### src/rtl/knight_anim_seq_pkg.sv
// Shared types and constants for the knight sprite animation sequencer.
// Holds the animation state encoding, per-state frame counts and sprite geometry defaults.
package knight_anim_seq_pkg;

   typedef enum logic [1:0] {
      StIdle = 2'd0,
      StWalk = 2'd1,
      StFall = 2'd2,
      StLand = 2'd3
   } anim_state_e;

   localparam int unsigned SPR_W_DEFAULT = 50;
   localparam int unsigned SPR_H_DEFAULT = 64;

   localparam logic [2:0] IdleFrames = 3'd1;
   localparam logic [2:0] WalkFrames = 3'd4;
   localparam logic [2:0] FallFrames = 3'd2;
   localparam logic [2:0] LandFrames = 3'd3;

   function automatic logic [2:0] frame_count(input anim_state_e s);
      logic [2:0] n;
      case (s)
         StIdle:  n = IdleFrames;
         StWalk:  n = WalkFrames;
         StFall:  n = FallFrames;
         StLand:  n = LandFrames;
         default: n = IdleFrames;
      endcase
      return n;
   endfunction

   // Walk cycles; every other state saturates on its last frame. Leaving LAND after its
   // last frame is a state change handled by the sequencer, not here.
   function automatic logic [2:0] next_frame(input anim_state_e s, input logic [2:0] f);
      logic [2:0] last;
      logic [2:0] n;
      last = frame_count(s) - 3'd1;
      if (s == StWalk) begin
         n = (f >= last) ? 3'd0 : f + 3'd1;
      end else begin
         n = (f >= last) ? last : f + 3'd1;
      end
      return n;
   endfunction

endpackage

### src/rtl/knight_sprite_addr.sv
// Maps the current pixel to a sprite-local ROM address with optional horizontal mirror.
// Outputs are registered, one pixel clock behind DrawX/DrawY.
module knight_sprite_addr
   import knight_anim_seq_pkg::*;
#(
   parameter int unsigned SPR_W = SPR_W_DEFAULT,
   parameter int unsigned SPR_H = SPR_H_DEFAULT
) (
   input  logic        clk,
   input  logic        reset_n,
   input  logic        facing_left,
   input  logic [9:0]  knight_x,
   input  logic [9:0]  knight_y,
   input  logic [9:0]  draw_x,
   input  logic [9:0]  draw_y,
   output logic [11:0] rom_address,
   output logic        sprite_hit
);

   logic signed [10:0] lx;
   logic signed [10:0] ly;
   logic               hit;
   logic [11:0]        col;
   logic [11:0]        addr_d;
   logic [11:0]        rom_address_q;
   logic               sprite_hit_q;

   // 11-bit signed offsets: a pixel left of / above the box goes negative instead of wrapping.
   assign lx = $signed({1'b0, draw_x}) - $signed({1'b0, knight_x});
   assign ly = $signed({1'b0, draw_y}) - $signed({1'b0, knight_y});

   assign hit = !lx[10] && (lx[9:0] < 10'(SPR_W)) &&
                !ly[10] && (ly[9:0] < 10'(SPR_H));

   always_comb begin
      col    = 12'(lx[9:0]);
      addr_d = '0;
      if (facing_left) begin
         col = 12'(SPR_W - 1) - 12'(lx[9:0]);
      end
      if (hit) begin
         addr_d = 12'(ly[9:0]) * 12'(SPR_W) + col;
      end
   end

   always_ff @(posedge clk or negedge reset_n) begin
      if (!reset_n) begin
         rom_address_q <= '0;
         sprite_hit_q  <= 1'b0;
      end else begin
         rom_address_q <= addr_d;
         sprite_hit_q  <= hit;
      end
   end

   assign rom_address = rom_address_q;
   assign sprite_hit  = sprite_hit_q;

endmodule

### src/rtl/knight_anim_seq.sv
// Knight animation sequencer: picks the animation and frame once per video frame and
// forwards pixel coordinates to the sprite address generator.
module knight_anim_seq
   import knight_anim_seq_pkg::*;
#(
   parameter int unsigned SPR_W     = SPR_W_DEFAULT,
   parameter int unsigned SPR_H     = SPR_H_DEFAULT,
   parameter int unsigned FRAME_DIV = 6
) (
   input  logic        vga_clk,
   input  logic        reset_n,
   input  logic        frame_tick,
   input  logic        airborne,
   input  logic        landed,
   input  logic        moving,
   input  logic        facing_left,
   input  logic [9:0]  knight_x,
   input  logic [9:0]  knight_y,
   input  logic [9:0]  DrawX,
   input  logic [9:0]  DrawY,
   output logic [11:0] rom_address,
   output logic        sprite_hit,
   output logic [2:0]  frame_sel,
   output logic [1:0]  anim_state
);

   localparam int unsigned DivW = (FRAME_DIV > 1) ? $clog2(FRAME_DIV) : 1;

   anim_state_e      state_q, state_d;
   logic [2:0]       frame_q, frame_d;
   logic [DivW-1:0]  div_q, div_d;
   logic             div_wrap;

   assign div_wrap = (div_q == DivW'(FRAME_DIV - 1));

   always_ff @(posedge vga_clk or negedge reset_n) begin
      if (!reset_n) begin
         state_q <= StIdle;
         frame_q <= '0;
         div_q   <= '0;
      end else begin
         state_q <= state_d;
         frame_q <= frame_d;
         div_q   <= div_d;
      end
   end

   // Everything advances only on frame_tick so the shown frame is stable for a whole scan.
   always_comb begin
      state_d = state_q;
      frame_d = frame_q;
      div_d   = div_q;
      if (frame_tick) begin
         case (state_q)
            StIdle: begin
               if (airborne) begin
                  state_d = StFall;
               end else if (moving) begin
                  state_d = StWalk;
               end
            end
            StWalk: begin
               if (airborne) begin
                  state_d = StFall;
               end else if (!moving) begin
                  state_d = StIdle;
               end
            end
            StFall: begin
               if (landed && !airborne) begin
                  state_d = StLand;
               end
            end
            StLand: begin
               if (airborne) begin
                  state_d = StFall;
               end else if (div_wrap && (frame_q == frame_count(StLand) - 3'd1)) begin
                  state_d = StIdle;
               end
            end
            default: state_d = StIdle;
         endcase

         if (state_d != state_q) begin
            frame_d = '0;
            div_d   = '0;
         end else if (div_wrap) begin
            div_d   = '0;
            frame_d = next_frame(state_q, frame_q);
         end else begin
            div_d = div_q + 1'b1;
         end
      end
   end

   assign anim_state = state_q;
   assign frame_sel  = frame_q;

   knight_sprite_addr #(
      .SPR_W (SPR_W),
      .SPR_H (SPR_H)
   ) u_sprite_addr (
      .clk         (vga_clk),
      .reset_n     (reset_n),
      .facing_left (facing_left),
      .knight_x    (knight_x),
      .knight_y    (knight_y),
      .draw_x      (DrawX),
      .draw_y      (DrawY),
      .rom_address (rom_address),
      .sprite_hit  (sprite_hit)
   );

endmodule

### config.mk
export PLATFORM = sky130hd
export DESIGN_NAME = knight_anim_seq
export DESIGN_NICKNAME = d
export VERILOG_FILES = /design/src/rtl/knight_anim_seq_pkg.sv /design/src/rtl/knight_sprite_addr.sv /design/src/rtl/knight_anim_seq.sv
export SDC_FILE = /design/constraint.sdc
export NUM_CORES = 1
export LEC_CHECK = 0
export CAP_MARGIN = 25
export CORE_ASPECT_RATIO = 0.5
export CORE_MARGIN = 2
export CORE_UTILIZATION = 40
export CTS_CLUSTER_DIAMETER = 30
export DETAILED_ROUTE_END_ITERATION = 10
export DONT_BUFFER_PORTS = 1
export PLACE_DENSITY = 0.57
export SYNTH_ARGS = -nofsm -noshare
export SYNTH_HDL_FRONTEND = slang
export SYNTH_SLANG_ARGS = --single-unit
### constraint.sdc
create_clock -name vga_clk -period 2.9 [get_ports vga_clk]
set_clock_uncertainty 0.15 [all_clocks]
set_input_delay 0.435 -clock vga_clk [delete_from_list [all_inputs] [get_ports vga_clk]]
set_output_delay 0.435 -clock vga_clk [all_outputs]
set_load 0.005 [all_outputs]
==> results.md, run 1 <==
- Status: finished, violations left
- Failing checks: setup timing
- Ys async rst share: 1.000
- Pleak: 2.224 nW
- Final Hold Slack: 110.0 ps
- Gp weighted congestion: 0.8649
- Post-synthesis net count: approximately 500
- Endpoints failing setup: 13
- Post-synth top cells: 60 x ha_1, 60 x inv_1, 30 x xnor2_1, 25 x nor2_1, 23 x nand2_1
- Syn Area/Cell: 8.316 um2
- Peak fanout along the critical path: 4
- Share of the synthesized area in the top cell type: 0.2363
- CP required: 2900 ps
- Startpoint types: primary input
- Placed cells: 567
- Final core utilization: 0.6247
- R2R Path Start: anim_state[0]
- Switch share: 0.4235
- Setup crit end kind: flop
- Die Width: 130.0 um
- Mapped cell area: approximately 0.0032 mm2
- Fmax achieved: 241.0 MHz
- CTS clk-pin slew, worst paths: 60 ps
- Root Driver: clkbuf_16
- Share of cells above drive strength 1: 0.3655
- Port bufs: 0
- Hold WC Path Type: in2reg
- Critical Setup Path Class: in2reg
- Netlist cell types: 50
- Fillcell total: around 640
- Synthesized-area fraction occupied by adder cells: 0.2867
- Worst slew pin tran: about 570 ps
- PwrDens: 1214 mW/mm2
- Antenna Cells: 0
- Arrival time at the worst endpoint: around 4200 ps
- Synth top area cells: ha_1 24%, dfrtp_1 17%, xnor2_1 8.3%
- Synthesis-stage register bit count: 21
- Core area: 0.007515 mm2
- Max Cap Viol: 0
- Fin nets: 592
- Post-synth EDFFs: 0
- Post-synth top flop: dfrtp_1
- Synth Area in Simple Gates: 0.1473
- Ports: 65
- DP Wirelength: 6705 um
- Area Overhead vs Synth: 47.77%
- Hold Startpoint: frame_tick
- Die Ht: 67.02 um
- Setup_tns: -6556 ps
- Final WS setup: -1250 ps
- Pre-antenna DRT Iters: 4
- First-pass GRT wire length: 13010 um
- Largest family of logic cells by synthesized area: adder cells
- Overall Global Routing Usage: 0.1881
- Part of the power in combinational logic: 0.884
- Placed Area: 0.004104 mm2
- Worst skew pair latency: 260 ps
- CP Launch Point: DrawY[0]
- Finished Layout Cells: 584
- Clk network pwr share: 0.051
- Min Tclk post-route: 4150 ps
- DIE AREA: slightly below 0.009 mm2
- Initial antenna violation count: 0
- Initial Util: 0.4227
- CTS tree: done
- Wirelength per Cell: 13.86 um
- GRT overflow: 0
- Post-synth top area cell: ha_1
- VDD IR-drop max: a little over 0.7 mV
- Vias: 2962
- Final Max Tran Viols: 0
- Remaining antenna violation count after routing: 0
- Yosys Warn Count: 0
- Vias in the first global route: 3015
- Switching Power: 0.002413 W
- Syn Inst Count: between 300 and 400
- Sequential share of power: 0.065
- Clock H-tree levels: 1
- Final hold vios: 0
- Final period util: 1.431
- Xor/xnor share of the synthesized area: 0.1075
- Cell area after layout: 0.004695 mm2
- P_int: 0.003285 W
- DRT Wirelength: roughly 8100 um
- Sequential fraction of the synthesis area: 0.1654
- Post-synthesis mux area share: 0.01339
- Unrepaired setup endpoints after global routing: true
- Max_slew headroom: 0.6149
- Rows: 22
- Starting DRC count in detailed routing: between 60 and 70
- Clock sinks: 21
- Complex-gate fraction of the synthesized area: 0.2005
- CTS buffer count: 3
- Drt drc: 0
- Drt via density: 5.072
- CTS max path bufs: 2
- Largest net degree at the start of global routing: 22
power by group through the flow:
| stage | Combinational [W] | Sequential, W | Clock [W] |
|---|---|---|---|
| 6_report | 0.00504 | 0.000369 | 0.000293 |
| 3_5_place_dp | 0.00383 | 0.000373 | 0 |
| 2_1_floorplan | 0.00275 | 0.000361 | 0 |
| 5_1_grt | 0.00545 | 0.000374 | 0.000315 |
| 3_3_place_gp | 0.00368 | 0.000369 | 0 |
| 4_1_cts | 0.00424 | 0.000367 | 0.000305 |
cell usage in the layout (no fill, tap or decap), types with 5 or more instances in the layout:
master	count
nor2b_1	9
nand2_1	23
xor2_1	6
a21o_1	12
fa_1	5
nor2_1	22
nand2b_1	5
xnor2_1	24
buf_6	8
buf_4	84
o21ai_0	9
a21oi_1	15
ha_1	40
o21a_1	7
and2_1	10
dfrtp_1	21
inv_2	12
o21ai_1	7
ha_4	19
inv_1	46
cell type report:
cell class              instances  area [um2]  share of cell area
clock buffers                   3       75.07             0.01599
clock inverters                 1       7.507            0.001599
inverters                      61       260.3             0.05544
multi-input cells             296        2935              0.6253
flip-flops and latches         21       525.5              0.1119
well taps                     108       135.1             0.02878
repair buffers                 94       755.7              0.1610
path summary, 6_finish.rpt:
check                                           endpoint  cells past startpoint  slack [ps]
setup / recovery           u_sprite_addr.rom_address[10]                     22       -1250
hold / removal                              frame_sel[0]                      1         110
setup reg to reg                            frame_sel[0]                      8         300
hold reg to reg                                 div_q[2]                      1         370
max in group asynchronous                  anim_state[1]                      2        1960
min in group asynchronous                   frame_sel[1]                      1         280
worst max-delay path: stages:
cell       delay (ps)
clkinv_16          20
ha_4              110
inv_2              40
fa_2              360
a21o_1            220
a21oi_4           200
xnor2_1           150
ha_1              260
ha_1              290
inv_2              40
fa_1              540
inv_2              50
ha_4              270
buf_4             150
a21oi_4            70
xnor2_2           140
ha_4              280
nor2_1             40
nor2_1            130
o41ai_2           100
xnor2_1           120
and2_1            130
state kept, by name, summed over array words and instances, names as in the netlist:
signal,flops
u_sprite_addr.rom_address,12
div_q,3
anim_state,2
frame_sel,3
u_sprite_addr.sprite_hit,1
logic make-up after synthesis:
kind of cell,Yosys count
buf+inv,65
xor+xnor,39
fa+ha+maj,68
compound gates,93
flops,21
simple gates,92
mux,4
through the flow:
| stage | worst slack, ps | power (W) |
|---|---|---|
| floorplan | -1380 | 0.003109 |
| global placement | -1493 | 0.004050 |
| detailed placement | -1605 | 0.004203 |
| CTS | -1217 | 0.004917 |
| global route | -1412 | 0.006135 |
| finish | -1250 | 0.005698 |
per-layer routing:
layer / part of all wire / vias to the layer above / routed length (um) / GRT usage
li1: - / 1506 / - / -
met1: 0.45 / 1375 / 3649 / 0.2309
met2: 0.49 / 69 / 3975 / 0.3495
met3: 0.042 / 12 / 336 / 0.01767
met4: 0.016 / 0 / 131 / 0.06183
met5: 0 / - / 0 / 0
timing repair:
action	CTS	global route
hold endpoints to repair	21	0
gates resized for setup	29	31
setup endpoints to repair	13	13
hold buffers	1	0
buffers inserted	8	4
pin swaps	31	32
No activity file was read; power rests on OpenSTA's default activity.
==> inputs of run 2 (changes only) <==
--- a/config.mk
+++ b/config.mk
@@ -9,10 +9,11 @@
 export CORE_ASPECT_RATIO = 0.5
 export CORE_MARGIN = 2
 export CORE_UTILIZATION = 40
+export CTS_BUF_LIST = sky130_fd_sc_hd__clkbuf_8
 export CTS_CLUSTER_DIAMETER = 30
 export DETAILED_ROUTE_END_ITERATION = 10
 export DONT_BUFFER_PORTS = 1
-export PLACE_DENSITY = 0.57
+export PLACE_DENSITY_LB_ADDON = 0.08
 export SYNTH_ARGS = -nofsm -noshare
 export SYNTH_HDL_FRONTEND = slang
 export SYNTH_SLANG_ARGS = --single-unit
==> run 2 against run 1 <==
Effect of this change:
- worst setup slack worse by 110 ps
- critical path depth decreased by 2
- register-to-register slack about the same
- sequential share of layout area increased by 0.51 points
- non-clock buffer count is 5 higher
- first-iteration DRC count shrank 8.7%
- the flow still finishes with violations (setup timing)
- largest power group unchanged
- sequential cell count unchanged
- combinational power shrank 18%
==> results.md, run 2 (synthesized netlist as in run 1, its figures left out) <==
- Placed Area: 0.004134 mm2 (+0.73%)
- Pleak: 2.208 nW (-0.70%)
- Most used cell along the critical path: ha_1
- Largest net degree at the start of global routing: 22 (unchanged)
- Most frequent cells in the layout: 84 x buf_4, 52 x inv_1, 48 x ha_1
- Rows: 22 (unchanged)
- Gp weighted congestion: 0.8492 (-1.8%)
- Endpoints failing setup: 13 (unchanged)
- Worst slew pin tran: 540.3 ps (-33.87 ps)
- Final hold vios: 0 (unchanged)
- CTS buffer count: 3 (unchanged)
- Failing checks: setup timing
- Final Max Tran Viols: 0 (unchanged)
- Peak fanout along the critical path: 4 (unchanged)
- GRT overflow: 0 (unchanged)
- Hold WC Path Type: in2reg
- Max Cap Viol: 0 (unchanged)
- DIE AREA: 0.008714 mm2 (unchanged)
- Overall Global Routing Usage: 0.1870 (-0.001123)
- Setup crit end kind: flop
- Remaining antenna violation count after routing: 0 (unchanged)
- Met2 Track Usage GR: 0.3429 (-0.006545)
- First-pass GRT wire length: 13040 um (+0.22%)
- VDD IR-drop max: 0.6534 mV (-10%)
- Startpoint types: primary input
- Final WS setup: -1359 ps (-109.3 ps)
- Port bufs: 0 (unchanged)
- Critical Setup Path Class: in2reg
- DP Wirelength: 6468 um (-3.5%)
- DRT Wirelength: 7765 um (-4.0%)
- Ports: 65 (unchanged)
- Antenna Cells: 0 (unchanged)
- Initial Util: 0.4227 (unchanged)
- Die Width: 130.0 um (unchanged)
- Slowest stage delay, CP: 500 ps (-40 ps)
- Vias in the first global route: 2966 (-1.6%)
- Gr busiest metal: met2
- Root Driver: clkbuf_8
- Clock sinks: 21 (unchanged)
- Wirelength per Cell: 13.18 um (-4.9%)
- Core area: 0.007515 mm2 (unchanged)
- Cells on worst reg2reg path: 8 (unchanged)
- Fin nets: 597 (+0.84%)
- Clock H-tree levels: 1 (unchanged)
- Final Hold Slack: 100.7 ps (-9.290 ps)
- Starting DRC count in detailed routing: 63 (-8.7%)
- Commonest non-fill, non-tap cell in the layout: buf_4
- CTS clk-pin slew, worst paths: 80 ps (+20 ps)
- Worst skew pair latency: 260 ps (about the same)
- Met3 Use GR: 0.02249 (+0.004819)
- Drt via density: 4.930 (-2.8%)
- Unrepaired setup endpoints after global routing: true
- Die Ht: 67.02 um (unchanged)
- Hold depth: 1 (unchanged)
- Cell area after layout: 0.004492 mm2 (-4.3%)
- Status: finished, violations left
- Drt drc: 0 (unchanged)
- Fmax achieved: 234.8 MHz (-2.6%)
- Critical-path cell list: clkinv_16, ha_4, inv_2, fa_2, a21o_1, a21oi_4, xnor2_1, ha_1, ha_1, inv_1, fa_1, inv_1, ha_1, a21oi_2, xnor2_2, ha_1, a21oi_1, o21ai_1, xnor2_1, and2_1
- Initial antenna violation count: 0 (unchanged)
- CTS max path bufs: 2 (unchanged)
- Pre-antenna DRT Iters: 4 (unchanged)
- CTS tree: done
- Area Overhead vs Synth: 41.39%
- PwrDens: 1049 mW/mm2 (-14%)
- Final period util: 1.469 (+0.03769)
- Number of flip-flops in the largest register: 12 (unchanged)
- Max_slew headroom: 0.6351 (+0.02017)
- Crit-path slowest cell: fa_1
- Setup_tns: -9138 ps (-2582 ps)
- Routing usage on met1: 0.2365 (+0.005668)
- Vias: 2904 (-2.0%)
- Share of cells above drive strength 1: 0.3368 (-0.02875)
- Min Tclk post-route: 4259 ps (+109.3 ps)
- Arrival time at the worst endpoint: 4260 ps (+110 ps)
- CP required: 2900 ps (about the same)
run 2: changes by cell type in the layout (fill, tap and decap cells not counted), moves of 2 or more:
cell,before,now
clkbuf_8,0,3
xnor2_4,4,1
inv_1,46,52
a21oi_1,15,17
and2_4,2,7
buf_6,8,13
ha_2,1,3
and2_1,10,5
xnor2_1,24,27
ha_4,19,9
a21oi_4,4,1
inv_2,12,7
clkbuf_16,4,0
ha_1,40,48
run 2: timing repair:
action / CTS / global route
resized for setup: 30 / 11
endpoints found under the hold margin: 21 / 0
setup buffers: 27 / 1
pin swaps: 5 / 17
cloned: 0 / 0
endpoints found under the setup margin: 13 / 13
hold buffers: 1 / 0
run 2: layout make-up:
class	count	area, um2
fill	680	3023
multi-input combinational	296	2723
inverter	61	257.7
timing repair buffer	99	802.0
sequential	21	525.5
tap	108	135.1
clock inverter	1	7.507
clock buffer	3	41.29
run 2: worst paths after layout:
check | slack, ps | to | start
setup reg to reg | 290 | frame_sel[0] | anim_state[0]
max in group asynchronous | 1980 | u_sprite_addr.rom_address[11] | reset_n
min in group asynchronous | 260 | frame_sel[1] | reset_n
setup / recovery | -1360 | u_sprite_addr.rom_address[11] | DrawY[0]
hold / removal | 100 | frame_sel[0] | frame_tick
hold reg to reg | 370 | div_q[2] | div_q[2]
run 2: worst max-delay path, delay by kind of cell:
kind | cells | cell delay [ps]
xor+xnor | 3 | 430
simple gates | 1 | 130
buf+inv | 4 | 150
compound gates | 5 | 820
fa+ha+maj | 7 | 2280
run 2: per-stage QoR:
stage | total power (W) | utilization | std cells | worst slack (ps)
final | 0.004714 | 0.5977 | 589 | -1359
after global routing | 0.005192 | 0.5977 | 589 | -1533
after CTS | 0.004631 | 0.5936 | 592 | -1264
after detailed placement | 0.004247 | 0.5501 | 571 | -1606
after global placement | 0.004131 | 0.5501 | 571 | -1521
after floorplan | 0.003109 | - | 382 | -1380
run 2: power breakdown:
part	switching, W	internal [W]
clock network	0.0000973	0.0000969
logic	0.00191	0.00225
registers	0.0000443	0.000322
run 2: metal layers:
metal | share of wire | wire, um
met1 | 0.47 | 3631
met4 | 0.0082 | 64
met5 | 0 | 0
met2 | 0.48 | 3696
met3 | 0.048 | 372
